$ cat config.mk
export PLATFORM = sky130hd
export DESIGN_NAME = core_sequencer
export DESIGN_NICKNAME = d
export VERILOG_FILES = /design/src/rtl/core_sequencer.sv
export SDC_FILE = /design/constraint.sdc
export NUM_CORES = 1
export LEC_CHECK = 0
export ABC_CLOCK_PERIOD_IN_PS = 2100
export BUFFER_PORTS_ARGS = -buffer_cell sky130_fd_sc_hd__buf_2
export CORE_UTILIZATION = 50
export CTS_CLUSTER_SIZE = 25
export DETAILED_ROUTE_END_ITERATION = 7
export GPL_ROUTABILITY_DRIVEN = 0
export PLACE_DENSITY_LB_ADDON = 0.3
export SLEW_MARGIN = 20
export SYNTH_ARGS = -nofsm -noshare
export SYNTH_HDL_FRONTEND = slang
export SYNTH_SLANG_ARGS = --single-unit
$ cat constraint.sdc
create_clock -name clk -period 2.1 [get_ports clk]
set_clock_uncertainty 0.15 [all_clocks]
set_input_delay 0.21 -clock clk [delete_from_list [all_inputs] [get_ports clk]]
set_output_delay 0.21 -clock clk [all_outputs]
set_load 0.01 [all_outputs]
$ cat src/rtl/core_sequencer.sv
// core_sequencer: launches one program run on a downstream processor.
// Holds the core in reset for RST_CYCLES after a start, issues a single
// req pulse, then counts cycles until core_done. When the macro
// SEQ_WATCHDOG_EN is defined, a watchdog aborts the run once cycle_count
// reaches TIMEOUT; otherwise RUN waits indefinitely and timeout is tied 0.
//
// Handshake: start is a level sampled every cycle and only acts in IDLE,
// DONE or TOUT; core_done is a level sampled every cycle and only acts in RUN.
// All control outputs are registers loaded with the decode of the state
// being entered, so they always match the registered state.
module core_sequencer #(
    parameter int unsigned RST_CYCLES = 2,
    parameter int unsigned CW         = 16,
    parameter int unsigned TIMEOUT    = 16'd4096
) (
    input  logic          clk,
    input  logic          reset,
    input  logic          start,
    input  logic          core_done,
    output logic          core_reset,
    output logic          core_req,
    output logic          busy,
    output logic          finished,
    output logic          timeout,
    output logic [CW-1:0] cycle_count
);

    typedef enum logic [2:0] {
        IDLE = 3'd0,
        RST  = 3'd1,
        REQ  = 3'd2,
        RUN  = 3'd3,
        DONE = 3'd4,
        TOUT = 3'd5
    } state_t;

    localparam logic [3:0]    RST_LAST = 4'(RST_CYCLES - 1);
    localparam logic [CW-1:0] ONE      = {{(CW-1){1'b0}}, 1'b1};

    state_t     state;
    logic [3:0] rst_cnt;
    logic       count_sat;
    logic       count_inc;

    // Output decode for a state: {core_reset, core_req, busy, finished}.
    // core_req is only ever set where core_reset is clear.
    function automatic logic [3:0] outs(input state_t s);
        case (s)
            IDLE:    outs = 4'b1000;
            RST:     outs = 4'b1010;
            REQ:     outs = 4'b0110;
            RUN:     outs = 4'b0010;
            DONE:    outs = 4'b0001;
            TOUT:    outs = 4'b1000;
            default: outs = 4'b1000;
        endcase
    endfunction

    // The counter saturates rather than wrapping.
    assign count_sat = &cycle_count;
    assign count_inc = !core_done && !count_sat;

`ifdef SEQ_WATCHDOG_EN
    logic timeout_r;
    logic at_limit;

    // Compare at 32 bits so a TIMEOUT wider than CW can never match falsely.
    assign at_limit = (32'(cycle_count) == TIMEOUT);

    // timeout is set on entry to TOUT and cleared on reset or a new start.
    always_ff @(posedge clk) begin
        if (reset) begin
            timeout_r <= 1'b0;
        end else if (state == RUN && !core_done && at_limit) begin
            timeout_r <= 1'b1;
        end else if (state == TOUT && start) begin
            timeout_r <= 1'b0;
        end
    end

    assign timeout = timeout_r;
`else
    assign timeout = 1'b0;
`endif

    // Sequencer FSM with registered outputs and the run cycle counter.
    always_ff @(posedge clk) begin
        if (reset) begin
            state       <= IDLE;
            {core_reset, core_req, busy, finished} <= outs(IDLE);
            rst_cnt     <= 4'd0;
            cycle_count <= '0;
        end else begin
            case (state)
                IDLE: begin
                    if (start) begin
                        state       <= RST;
                        {core_reset, core_req, busy, finished} <= outs(RST);
                        rst_cnt     <= 4'd0;
                        cycle_count <= '0;
                    end
                end
                RST: begin
                    if (rst_cnt == RST_LAST) begin
                        state <= REQ;
                        {core_reset, core_req, busy, finished} <= outs(REQ);
                    end else begin
                        rst_cnt <= rst_cnt + 4'd1;
                    end
                end
                REQ: begin
                    state <= RUN;
                    {core_reset, core_req, busy, finished} <= outs(RUN);
                    if (count_inc) begin
                        cycle_count <= cycle_count + ONE;
                    end
                end
                RUN: begin
                    if (count_inc) begin
                        cycle_count <= cycle_count + ONE;
                    end
                    // Done has priority over the watchdog in the same cycle.
                    if (core_done) begin
                        state <= DONE;
                        {core_reset, core_req, busy, finished} <= outs(DONE);
                    end
`ifdef SEQ_WATCHDOG_EN
                    else if (at_limit) begin
                        state <= TOUT;
                        {core_reset, core_req, busy, finished} <= outs(TOUT);
                    end
`endif
                end
                DONE: begin
                    if (start) begin
                        state       <= RST;
                        {core_reset, core_req, busy, finished} <= outs(RST);
                        rst_cnt     <= 4'd0;
                        cycle_count <= '0;
                    end
                end
`ifdef SEQ_WATCHDOG_EN
                TOUT: begin
                    if (start) begin
                        state       <= RST;
                        {core_reset, core_req, busy, finished} <= outs(RST);
                        rst_cnt     <= 4'd0;
                        cycle_count <= '0;
                    end
                end
`endif
                default: begin
                    state <= IDLE;
                    {core_reset, core_req, busy, finished} <= outs(IDLE);
                end
            endcase
        end
    end

endmodule

==> results.cfg <==
[status]
status = completed

[finish]
area_delta_synth_final_pct = 19.54
n_antenna_cell = 0
final_cells = 266
fillCellCount = 267
fin_nets = 230
final_cell_area_um2 = 1906
ff_latch_area_um2 = 543.0
multi_input_area_um2 = 970.9
drive_above_1_share_pct = 27.03

[timing]
rsz0062_at_grt = false
setup_viol = 0
maxSlewViolCount = 0
post-route-min-period_ns = 2.002
hold_viol_final = 0
final.setup.worst_slack_ns = 0.09774
post-route-period-util_pct = 95.35
fmax_mhz = 499.4

[logic_synthesis]
ys_ff_latch = 27
synth.distinct_cells = 50
yosysTopAreaCellShare_pct = 33.91
ys_seq_area_share_pct = 33.91
syn_area_per_cell_um2 = 8.390
synth-edff-count = 0
synth_area_leader_cell = dfxtp_1
async_flop_share_pct = 0
syn_area_um2 = 1594
syn_inst = 190
synth.area.top_cells = dfxtp_1 34%, a21oi_1 5.0%, a311oi_2 2.8%
synth_ff_type = dfxtp_1
synth_fp_nets = 197
yosysWarnings = 0

[clocking]
numCtsBuffers = 3
clk_pin_slew_ns = 0.16
cts_max_level = 1
cts_max_path_buffers = 2
insertion_delay_ns = 0.34
clock_sinks = 27
cts_tree = built
cts_root_buf = clkbuf_4

[place]
placed_area_um2 = 1869
pre_cts_slack_ns = -0.003207
io_buffers = 23
hpwl_mm = 3.102
dp_cells = 262

[global_routing]
overflow = 0
grtUsageTotal_pct = 26.50
first_global_vias = 1580
antenna_found_initial = 0
grt_first_pass_wirelength_mm = 7.044
grt_max_degree = 17

[floorplanning]
row_count = 20
die_w_um = 58.46
dieHeight_um = 58.46
coreArea_um2 = 3028
pin_count = 25
initial_utilization_pct = 52.64
die_area_um2 = 3418

[power]
power_density_nw_per_um2 = 681.4
switchingPower_w = 0.0004819
peakVddDrop_v = 0.0004039
p_leak_nw = 0.7036
report.power.total_w = 0.001299
clkPwrFrac_pct = 18.0
p_comb_share_pct = 36.1
sw_frac_of_total_pct = 37.11
p_int_w = 0.0008166
power_frac_seq_pct = 45.9

[detailed_routing]
postRouteAntennaNets = 0
via_per_inst = 6.376
met3_length_um = 253
vias = 1696
top_layer = met4
drt_iter0_drc = 83
drt-met1-wl_mm = 1.754
drc_errors = 0
dr.pass1.iters = 4
wl_met2_mm = 2.163
drt-total-wl_mm = 4.242
wl_per_cell_um = 15.95

[critical_path]
crit_slowest_cell = or4_4
cp_slowest_stage_delay_ns = 0.56
startpoint_type = flip-flop
path_cells = ha_2 > nand4_4 > or4_4 > a21o_4 > a311oi_2
crit_buf_inv = 0
crit_type = flip-flop to flip-flop
critPathTopFamily = simple AND/OR/NAND/NOR gates
endpoint_kind = flip-flop
required_ns = 2.22
arrival_ns = 2.12
critPathMaxFanout = 7

[flow_run]
maxCapViolCount = 0

[hold_path]
hold_class = input port to flip-flop
[path summary, 6_finish.rpt]
path	from	to	slack [ns]	cells after the start
max reg2reg	cycle_count[0]	cycle_count[14]	0.1	5
min	core_done	finished	0.07	3
max	cycle_count[0]	cycle_count[14]	0.1	5
min reg2reg	finished	finished	0.35	2
[cells in the final DEF (no fill, tap or decap), types with 7 or more instances in the layout]
master	Yosys	routed
a21oi_1	16	16
buf_2	5	23
buf_4	1	22
dfxtp_1	27	25
inv_1	8	8
nor2_1	10	10
nor3_1	7	7
[per-layer routing]
metal,global-route usage [%],vias to the layer above
li1,-,801
met1,33.97,816
met2,46.14,70
met3,2.418,9
met4,10.20,0
met5,0,-
[registers in the layout, summed over array words and instances (netlist names)]
signal,cells
core_req,1
core_reset,1
state,3
busy,1
finished,1
rst_cnt,4
cycle_count,16
[through the flow]
| stage | utilization (%) | hold slack, ns | setup TNS [ns] |
|---|---|---|---|
| finish | 62.93 | 0.06820 | 0 |
| global route | 62.93 | 0.07394 | 0 |
| detailed placement | 61.74 | 0.3242 | -0.003207 |
| CTS | 62.73 | 0.06884 | 0 |
| floorplan | - | 0.1938 | 0 |
| global placement | 61.74 | 0.3007 | 0 |
[what timing repair did]
item	CTS	global route
hold buffers	0	0
setup buffers	0	0
setup endpoints to repair	4	2
gates resized for setup	1	1
[logic make-up after synthesis]
group / after synthesis / synth area share, %
buf+inv: 25 / 6.515
compound gates: 62 / 28.49
flops: 27 / 33.91
simple gates: 69 / 26.61
mux: 3 / 1.884
other cells: 1 / 0.2353
fa+ha+maj: 3 / 2.355
[power by group through the flow]
stage / registers [W] / logic, W / clock network, W
2_1_floorplan: 0.000604 / 0.000315 / 0
3_3_place_gp: 0.000601 / 0.000450 / 0
3_5_place_dp: 0.000606 / 0.000463 / 0
4_1_cts: 0.000595 / 0.000465 / 0.000236
5_1_grt: 0.000602 / 0.000512 / 0.000256
6_report: 0.000596 / 0.000469 / 0.000234
[layout make-up]
cell class	count	share of cell area (%)
Multi-Input combinational cell	138	50.95
Sequential cell	27	28.50
Timing Repair Buffer	45	14.71
Tap cell	44	2.889
Inverter	8	1.576
Clock buffer	4	1.379
[cells in the mapped netlist, types with 4 or more instances]
cell type	instances
nand2_1	6
clkbuf_1	10
a21oi_1	16
nor4_1	7
or4_1	5
nor2_1	10
inv_1	8
dfxtp_1	27
o211ai_1	6
a31oi_1	5
nor3_1	7
nand4_1	4
nand3b_1	6
buf_2	5
o311ai_1	5
a21o_1	4
nand3_1	5
[worst register-to-register path, stage by stage, from the launching register on]
cell      delay (ns)
dfxtp_2         0.36
ha_2            0.23
nand4_4         0.11
or4_4           0.56
a21o_4          0.28
a311oi_2        0.26
Note: power is estimated with default switching activity, not from simulation.
